[config.mk]
export PLATFORM = sky130hd
export DESIGN_NAME = gshare_predictor_flat
export DESIGN_NICKNAME = d
export VERILOG_FILES = /design/src/rtl/gshare_predictor_pkg.sv /design/src/rtl/gshare_predictor_if.sv /design/src/rtl/gshare_predictor_sat_counter2.sv /design/src/rtl/gshare_predictor.sv /design/src/flat_wrapper.sv
export SDC_FILE = /design/constraint.sdc
export NUM_CORES = 1
export LEC_CHECK = 0
export CAP_MARGIN = 10
export CORE_UTILIZATION = 38
export DETAILED_ROUTE_END_ITERATION = 7
export GPL_ROUTABILITY_DRIVEN = 0
export SLEW_MARGIN = 20
export SYNTH_ARGS = -nofsm -noshare
export SYNTH_HDL_FRONTEND = slang
export SYNTH_SLANG_ARGS = --single-unit
export TNS_END_PERCENT = 5
[constraint.sdc]
create_clock -name clk -period 5.9 [get_ports clk]
set_input_delay 0.59 -clock clk [delete_from_list [all_inputs] [get_ports clk]]
set_output_delay 0.59 -clock clk [all_outputs]
set_load 0.01 [all_outputs]
[src/rtl/gshare_predictor_pkg.sv]
// Shared definitions for the gshare branch predictor: opcodes, counter states,
// instruction classification and RISC-V branch/jump immediate extraction.
// Pure declarations; no timing or flow-control behaviour of its own.
package gshare_predictor_pkg;

    // RV32 opcodes that the predictor distinguishes
    localparam logic [6:0] OPC_BRANCH = 7'b1100011;
    localparam logic [6:0] OPC_JAL    = 7'b1101111;

    // Two-bit saturating counter encodings
    typedef enum logic [1:0] {
        CNT_SNT = 2'b00,
        CNT_WNT = 2'b01,
        CNT_WT  = 2'b10,
        CNT_ST  = 2'b11
    } cnt_e;

    // Classes of fetched instruction as seen by the predictor
    typedef enum logic [1:0] {
        INST_OTHER  = 2'd0,
        INST_BRANCH = 2'd1,
        INST_JAL    = 2'd2
    } inst_kind_e;

    // JALR and every other opcode fall into INST_OTHER
    function automatic inst_kind_e decode_kind(input logic [6:0] opc);
        inst_kind_e kind;
        case (opc)
            OPC_BRANCH: kind = INST_BRANCH;
            OPC_JAL:    kind = INST_JAL;
            default:    kind = INST_OTHER;
        endcase
        return kind;
    endfunction

    // Sign-extended B-type immediate
    function automatic logic [31:0] imm_b(input logic [31:0] inst);
        return {{19{inst[31]}}, inst[31], inst[7], inst[30:25], inst[11:8], 1'b0};
    endfunction

    // Sign-extended J-type immediate
    function automatic logic [31:0] imm_j(input logic [31:0] inst);
        return {{11{inst[31]}}, inst[31], inst[19:12], inst[20], inst[30:21], 1'b0};
    endfunction

endpackage

[src/rtl/gshare_predictor_if.sv]
// Fetch/predict/commit bundle between the fetcher/ROB and the gshare predictor.
// Prediction outputs are combinational (zero cycles); commit is a one-cycle pulse.
// No backpressure: fetch and commit are accepted whenever the global rdy is high.
// Ports: if_* fetch request, pred_* prediction, commit_* ROB training.
// With GHR_W = 0 the history is meaningless, so pred_ghr shrinks to one
// bit that is always zero.
interface gshare_predictor_if #(
    parameter int IDX_W = 7,
    parameter int GHR_W = 6
);
    localparam int GHR_SW = (GHR_W > 0) ? GHR_W : 1;

    // fetch side
    logic              if_valid;
    logic [31:0]       if_pc;
    logic [31:0]       if_inst;

    // prediction
    logic              pred_taken;
    logic [31:0]       pred_pc;
    logic [IDX_W-1:0]  pred_idx;
    logic [GHR_SW-1:0] pred_ghr;

    // ROB commit / training
    logic              commit_valid;
    logic [IDX_W-1:0]  commit_idx;
    logic              commit_taken;
    logic              commit_mispredict;

    // fetcher / ROB side
    modport master (
        output if_valid, if_pc, if_inst,
        output commit_valid, commit_idx, commit_taken, commit_mispredict,
        input  pred_taken, pred_pc, pred_idx, pred_ghr
    );

    // predictor side
    modport slave (
        input  if_valid, if_pc, if_inst,
        input  commit_valid, commit_idx, commit_taken, commit_mispredict,
        output pred_taken, pred_pc, pred_idx, pred_ghr
    );

endinterface

[src/rtl/gshare_predictor_sat_counter2.sv]
// Next-state of one 2-bit saturating direction counter.
// Purely combinational, zero latency.
// No flow control; the caller decides when the result is written back.
// Ports: cur (present state), taken (resolved direction), nxt (next state).
module sat_counter2
    import gshare_predictor_pkg::*;
(
    input  logic [1:0] cur,
    input  logic       taken,
    output logic [1:0] nxt
);

    always_comb begin
        nxt = cur;
        if (taken) begin
            if (cur != CNT_ST) begin
                nxt = cur + 2'd1;
            end
        end else begin
            if (cur != CNT_SNT) begin
                nxt = cur - 2'd1;
            end
        end
    end

endmodule

[src/rtl/gshare_predictor.sv]
// gshare direction/next-PC predictor: PHT indexed by PC XOR speculative history.
// Prediction is combinational (zero cycles); training lands on the next clk edge.
// No backpressure; rdy low freezes all state while outputs keep tracking inputs.
// Ports: clk, rst (async active-low), rdy, bp (slave side of gshare_predictor_if).
module gshare_predictor
    import gshare_predictor_pkg::*;
#(
    parameter int         IDX_W    = 7,
    parameter int         GHR_W    = 6,
    parameter logic [1:0] CNT_INIT = 2'b01
) (
    input  logic                clk,
    input  logic                rst,
    input  logic                rdy,
    gshare_predictor_if.slave   bp
);

    localparam int N_ENT  = 1 << IDX_W;
    localparam int GHR_SW = (GHR_W > 0) ? GHR_W : 1;

    // Shift one outcome into the youngest position of a history register
    function automatic logic [GHR_SW-1:0] shift_in(input logic [GHR_SW-1:0] ghr,
                                                   input logic              bit_in);
        logic [GHR_SW:0] tmp;
        tmp = {ghr, bit_in};
        return tmp[GHR_SW-1:0];
    endfunction

    logic [1:0]        pht_q [N_ENT];
    logic [GHR_SW-1:0] spec_ghr_q, spec_ghr_d;
    logic [GHR_SW-1:0] cmt_ghr_q,  cmt_ghr_d;

    inst_kind_e        kind;
    logic [IDX_W-1:0]  fetch_idx;
    logic              pred_taken;
    logic [31:0]       pred_pc;
    logic [1:0]        cnt_nxt;
    logic              commit_en;

    // ---------------------------------------------------------------
    // Predict path
    // ---------------------------------------------------------------
    assign kind = decode_kind(bp.if_inst[6:0]);

    // History is zero-extended into the low index bits; with GHR_W = 0 the
    // register is held at zero so this degenerates to a PC-indexed table.
    assign fetch_idx = bp.if_pc[IDX_W+1:2] ^ IDX_W'(spec_ghr_q);

    always_comb begin
        pred_taken = 1'b0;
        pred_pc    = bp.if_pc + 32'd4;
        case (kind)
            INST_BRANCH: begin
                pred_taken = pht_q[fetch_idx][1];
                if (pred_taken) begin
                    pred_pc = bp.if_pc + imm_b(bp.if_inst);
                end
            end
            INST_JAL: begin
                pred_taken = 1'b1;
                pred_pc    = bp.if_pc + imm_j(bp.if_inst);
            end
            default: begin
            end
        endcase
    end

    assign bp.pred_taken = pred_taken;
    assign bp.pred_pc    = pred_pc;
    assign bp.pred_idx   = fetch_idx;
    assign bp.pred_ghr   = spec_ghr_q;

    // ---------------------------------------------------------------
    // History update
    // ---------------------------------------------------------------
    assign commit_en = rdy & bp.commit_valid;

    always_comb begin
        spec_ghr_d = spec_ghr_q;
        cmt_ghr_d  = cmt_ghr_q;
        if (commit_en) begin
            cmt_ghr_d = shift_in(cmt_ghr_q, bp.commit_taken);
        end
        // A mispredict redirects the fetcher, so any same-cycle fetch is
        // discarded and its speculative shift must not survive.
        if (commit_en && bp.commit_mispredict) begin
            spec_ghr_d = shift_in(cmt_ghr_q, bp.commit_taken);
        end else if (rdy && bp.if_valid && (kind == INST_BRANCH)) begin
            spec_ghr_d = shift_in(spec_ghr_q, pred_taken);
        end
        if (GHR_W == 0) begin
            spec_ghr_d = '0;
            cmt_ghr_d  = '0;
        end
    end

    always_ff @(posedge clk or negedge rst) begin
        if (!rst) begin
            spec_ghr_q <= '0;
            cmt_ghr_q  <= '0;
        end else begin
            spec_ghr_q <= spec_ghr_d;
            cmt_ghr_q  <= cmt_ghr_d;
        end
    end

    // ---------------------------------------------------------------
    // Pattern history table
    // ---------------------------------------------------------------
    sat_counter2 u_cnt (
        .cur   (pht_q[bp.commit_idx]),
        .taken (bp.commit_taken),
        .nxt   (cnt_nxt)
    );

    // The predict path reads pht_q directly, so a fetch hitting the entry
    // being trained this cycle sees the pre-update value.
    always_ff @(posedge clk or negedge rst) begin
        if (!rst) begin
            for (int i = 0; i < N_ENT; i++) begin
                pht_q[i] <= CNT_INIT;
            end
        end else if (commit_en) begin
            pht_q[bp.commit_idx] <= cnt_nxt;
        end
    end

endmodule

[src/flat_wrapper.sv]
// flat-port wrapper written by rule: the top's interface ports become plain ports
module gshare_predictor_flat import gshare_predictor_pkg::*;
#(
    parameter int         IDX_W    = 7,
    parameter int         GHR_W    = 6,
    parameter logic [1:0] CNT_INIT = 2'b01
)
  (clk, rst, rdy, bp_if_valid, bp_if_pc, bp_if_inst, bp_commit_valid, bp_commit_idx, bp_commit_taken, bp_commit_mispredict, bp_pred_taken, bp_pred_pc, bp_pred_idx, bp_pred_ghr);
  gshare_predictor_if #(.IDX_W(IDX_W), .GHR_W(GHR_W)) bp_i ();
  input  logic clk;
  input  logic rst;
  input  logic rdy;
  input wire logic [$bits(bp_i.if_valid)-1:0] bp_if_valid;
  input wire logic [$bits(bp_i.if_pc)-1:0] bp_if_pc;
  input wire logic [$bits(bp_i.if_inst)-1:0] bp_if_inst;
  input wire logic [$bits(bp_i.commit_valid)-1:0] bp_commit_valid;
  input wire logic [$bits(bp_i.commit_idx)-1:0] bp_commit_idx;
  input wire logic [$bits(bp_i.commit_taken)-1:0] bp_commit_taken;
  input wire logic [$bits(bp_i.commit_mispredict)-1:0] bp_commit_mispredict;
  output wire logic [$bits(bp_i.pred_taken)-1:0] bp_pred_taken;
  output wire logic [$bits(bp_i.pred_pc)-1:0] bp_pred_pc;
  output wire logic [$bits(bp_i.pred_idx)-1:0] bp_pred_idx;
  output wire logic [$bits(bp_i.pred_ghr)-1:0] bp_pred_ghr;
  assign bp_i.if_valid = bp_if_valid;
  assign bp_i.if_pc = bp_if_pc;
  assign bp_i.if_inst = bp_if_inst;
  assign bp_i.commit_valid = bp_commit_valid;
  assign bp_i.commit_idx = bp_commit_idx;
  assign bp_i.commit_taken = bp_commit_taken;
  assign bp_i.commit_mispredict = bp_commit_mispredict;
  assign bp_pred_taken = bp_i.pred_taken;
  assign bp_pred_pc = bp_i.pred_pc;
  assign bp_pred_idx = bp_i.pred_idx;
  assign bp_pred_ghr = bp_i.pred_ghr;
  gshare_predictor #(.IDX_W(IDX_W), .GHR_W(GHR_W), .CNT_INIT(CNT_INIT)) u_core (.clk(clk), .rst(rst), .rdy(rdy), .bp(bp_i));
endmodule
== Word level (Yosys, flattened, before mapping) ==
Index checks and enable logic that the tools add are counted.
Operators by class
  equal/unequal tests: 5
  $lt $le $gt $ge: 3
  muxes and demuxes: 18
  bitwise logic cells: 4
  reduce and logical (&&, ||, !) cells: 6
  $add $sub $neg: 5
Operators with widths (count)
  $bwmux W256: 1
  $add A32 B32 Y32: 2
  $pmux W32 S2: 1
  $add A32 B3 Y32 const B: 1
  $mux W32: 1
  $bmux W2 S7: 2
  $ge A8 B8 Y1 const B: 2
  $mux W2: 8
  $not A7 Y8: 2
  $demux W2 S7: 1
  $eq A7 B7 Y1 const B: 2
  $mux W6: 2
  $lt A8 B1 Y1 const B: 1
  $xor A7 B6 Y7: 1
  $logic_and A1 B1 Y1: 4
  $pmux W2 S2: 1
  $reduce_bool A2 Y1: 2
  $add A2 B1 Y2 const B: 1
  $eq A2 B1 Y1 const B: 1
  $eq A2 B2 Y1 const B: 1
  $ne A2 B2 Y1 const B: 1
  $pmux W1 S2: 1
  $sub A2 B1 Y2 const B: 1
  $and A1 B1 Y1: 1
Word-level totals
  word-level logic and storage cells: 171
  register bits after elaboration: 267

== Logic depth before layout (Yosys ltp) ==
  depth after elaboration: 8
  gate-level depth with buffers: 14
  gate-level depth less buffers: 12

== By module ==
From an unflattened synthesis, not the netlist that was laid out.
Second synthesis, totals
  cell total of the unflattened synthesis: 1676
  area total of the unflattened synthesis: 17453.0 sq um
Modules (own cells, without submodules)
  gshare_predictor: cells an instance 1673, instances 1, area each 17426.7 sq um
  sat_counter2: cells an instance 3, instances 1, area each 26.3 sq um

== Worst setup path after synthesis ==
OpenSTA, ideal clock, no wires.
  path kind: input -> output
  start point: input port bp_if_pc[3]
  end point: output port bp_pred_pc[4]
  path slack: 2.184 ns
  stages: 11
  arrival: 3.126 ns
  data required time: 5.310 ns
  path through: xor2_2 > buf_6 > mux4_1 > a211oi_1 > a211oi_2 > nor4b_2 > nor4_4 > nand2b_1 > and2_1 > buf_2 > o21ai_0
Between the ends
  word-level cells in the longest chain between the ends: 7
Ends and longest elaborated chain
  start: declaration: line flat_wrapper.sv:14  | input wire logic [$bits(bp_i.if_pc)-1:0] bp_if_pc;
  $xor A7 B6 Y7: line gshare_predictor.sv:47  | assign fetch_idx = bp.if_pc[IDX_W+1:2] ^ IDX_W'(spec_ghr_q);
  $not A7 Y8 (implied by the code): line gshare_predictor.sv:54  | pred_taken = pht_q[fetch_idx][1];
  $bmux W2 S7: line gshare_predictor.sv:54
  $mux W2 (implied by the code) (2 in series): line gshare_predictor.sv:54
  $mux W32: line gshare_predictor.sv:55  | if (pred_taken) begin
  $pmux W32 S2 (*): line gshare_predictor.sv:52  | case (kind)
  end: declaration: line flat_wrapper.sv:21  | output wire logic [$bits(bp_i.pred_pc)-1:0] bp_pred_pc;
Every way passes the cells marked *; elsewhere a longest branch is shown, timed or not. The select of a mux whose other input is x is not followed.

== Worst setup path in the final report ==
  start point: input port bp_if_pc[2]
  end point: output port bp_pred_pc[21]
Same word-level chain as after synthesis.

==> summary.txt <==
R2r worst-path depth - 9
Hold Crit Class - primary input to async pin
Max Fclk - 177 MHz
Synthesized flop and latch total - 267
Placed instance area - 19,900 um2
Crit path required time - 5.31 ns
Post-synth EDFFs - 0
Critical Path Sink Type - output pin
Critical Path Start - bp_if_pc[2]
Initial Util - 38.5%
Number of global-route vias before repair - 14,900
Crit start category - primary input
Internal power - 3670 uW
Comb pwr share - 23.0%
PD cells - 251 nW/um2
CTS resizes - 0
Share of the synthesized area in the top cell type - 19.4%
Psw - 1600 uW
Final std cells w/o fill - 2,452
Mapped cell area - 17,900 um2
Post-Syn Nets - 1,846
CORE AREA - 46,600 um2
GR Layer Usage met2 - 37.2%
Sequential area share after synthesis - 38.1%
FF-to-FF End - u_core.bp.pred_ghr[0]
Clk_lat worst skew - 0.60 ns
Smallest hold slack - 0.0582 ns
Run status - complete, no violations
Antenna diodes - 0
CTS tree - yes
Initial antenna violation count - 0
Final ANT Viol Nets - 0
Hold-fix buffers, CTS - 0
WL/cell - 23.8 um
Final count of pins violating max slew - 0
Setup crit end - bp_pred_pc[21]
Avg Inst Size Synth - 10.4 um2
Post-Place Setup Slack - 0.392 ns
Leakage power figure - 0.00866 uW
Final Net Count - 1,946
Worst EP arrival - 5.05 ns
Clock transition at the registers of the reported paths - 0.06 ns
Synth area leader - dfrtp_1
Residual DRC - 0
Root Driver - clkbuf_16
Largest net degree at the start of global routing - 151
Fin Setup TNS - 0 ns
Tot GR Track Use - 24.1%
Gr busiest metal - met2
Die X - 219 um
Reg-to-reg setup timing slack - 2.14 ns
Vias - 15,000
Area growth from synthesis to layout - 16.9%
First-pass GRT wire length - 89,300 um
Final Setup Violations - 0
Final instance area - 21,000 um2
Clock buffer depth - 3
TritonCTS Sinks - 267
Most used flip-flop cell after synthesis - dfrtp_1
Share of cells above drive strength 1 - 31.0%
Met1 usage - 33.3%
Routing usage on met3 - 5.49%
H-tree Lvls - 1
Die footprint - 48,100 um2
WL final - 58,300 um
Final worst-path cycle share - 95.6%
R2r startpoint - u_core.bp.pred_ghr[0]
Worst Tran Pin Value - 1.14 ns
Yosys warning count - 0
Clock share of power - 38.2%
Setup Fix Bufs, Post-CTS - 0
Row count - 79
Tmin final - 5.64 ns
# fillers - 4,411
Max_cap viols - 0
I/O pins - 124
TritonCTS Buffers - 31
Share of total power in sequential cells - 38.8%
Max-slew headroom - 24.1%
Unique masters post-synth - 83
Dpl cells - 2,394
Initial DRC Count - 1,586
Setup WS post-layout - 0.261 ns
Endpoints failing hold - 0
Critical path class - primary input to output pin
Synth area leaders - dfrtp_1 (19%), dfstp_2 (19%), mux2_2 (17%), mux4_2 (4.9%), nor2_1 (3.3%)
Skew final - 0.0249 ns
Input/output buffers - 121
HPWL after DPL - 42,200 um
RSZ-0062 raised after global routing - false
Asr flop ratio synth - 100%
Max VDD drop - 280 uV
Sw Ratio - 30.3%
Vias/cell - 6.11
Grt ovf - 0
CP max FO - 13
First-pass DRT Iterations - 6
Gate Count Post-Synth - 1,720
DIE HEIGHT - 219 um
==> per-stage QoR <==
| step | util [%] | power, uW |
|---|---|---|
| 2_1_floorplan | - | 2780 |
| 3_3_place_gp | 42.7 | 3240 |
| 3_5_place_dp | 42.7 | 3260 |
| 4_1_cts | 45.0 | 5280 |
| 5_1_grt | 45.1 | 5460 |
| 6_report | 45.1 | 5270 |
==> worst min path at each step <==
| stage | startpoint | endpoint | slack (ns) | cells after the start |
|---|---|---|---|---|
| 3_3_place_gp | u_core.cmt_ghr_q[4] | u_core.cmt_ghr_q[4] | 0.47 | 2 |
| 6_report | rst | u_core.pht_q[183] | 0.06 | 1 |
| 5_1_grt | rst | u_core.pht_q[183] | 0.16 | 1 |
| 3_5_place_dp | u_core.cmt_ghr_q[4] | u_core.cmt_ghr_q[4] | 0.47 | 2 |
| 4_1_cts | rst | u_core.pht_q[189] | 0.13 | 1 |
| 2_1_floorplan | rst | u_core.bp.pred_ghr[0] | 0.29 | 0 |
==> cell families after synthesis <==
kind of cell / Yosys count / synth area share (%)
fa+ha+maj: 50 / 3.56
xor+xnor: 80 / 3.99
compound gates: 370 / 14.6
simple gates: 469 / 12.2
mux: 342 / 23.9
buf+inv: 142 / 3.67
flops: 267 / 38.1
==> Yosys cell counts (39+ instances only) <==
cell type,instances
xnor2_1,44
mux4_2,39
nand2_1,145
clkbuf_1,63
nor2_1,157
nand3_1,46
ha_1,46
a22oi_1,67
a21oi_1,67
dfstp_2,128
mux2_2,275
dfrtp_1,139
o21ai_0,46
==> critical path, cell delays in order <==
cell and delay (ns):
clkdlybuf4s50_1 0.60, xor2_4 0.49, mux4_1 0.36, a211oi_1 0.12, a211oi_2 0.29, nor3_1 0.13, nor4_4 0.84, buf_4 0.28
nand3_2 0.23, o221a_2 0.36, o22ai_1 0.15, clkdlybuf4s50_1 0.57
==> area by class of cell <==
cell class	instances	area [um2]	area share [%]
tap	607	759	3.62
clock inverter	18	230	1.10
timing repair buffer	176	1690	8.05
inverter	33	124	0.591
clock buffer	40	840	4.00
sequential	267	6840	32.6
multi-input combinational	1311	10500	50.0
==> metal layers <==
| layer | routed length, um | part of all wire, % |
|---|---|---|
| met3 | 5360 | 9.2 |
| met2 | 26100 | 45 |
| met5 | 0 | 0 |
| met4 | 1700 | 2.9 |
| met1 | 25100 | 43 |
==> registers in the layout, indices dropped and copies added, names as in the netlist <==
| signal | flops |
|---|---|
| u_core.pht_q | 256 |
| u_core.cmt_ghr_q | 5 |
| u_core.bp.pred_ghr | 6 |
==> power groups by stage <==
stage	clock, uW	combinational, uW	sequential [uW]
global placement	0	1180	2070
finish	2010	1210	2040
global route	2110	1300	2050
floorplan	0	736	2040
detailed placement	0	1190	2070
CTS	2050	1190	2040
==> cell usage in the layout, fill, tap and decap left out, types with 13 or more instances in the layout <==
cell type / n
o22ai_1: 14
mux4_2: 39
clkbuf_16: 31
buf_4: 49
a21oi_1: 67
and3_1: 19
mux2_2: 275
xor2_1: 33
nand2b_1: 15
nor2b_1: 15
nor2_1: 157
mux2i_1: 26
dfrtp_1: 139
a31oi_1: 15
a22oi_1: 67
clkdlybuf4s50_1: 117
nand3_1: 46
nand2_1: 145
o21ai_0: 46
nand4_1: 13
xnor2_1: 44
a221oi_1: 17
a21o_1: 27
dfstp_2: 128
ha_1: 46
inv_1: 29
nor3_1: 15
Power figures use the tool's default switching activity.
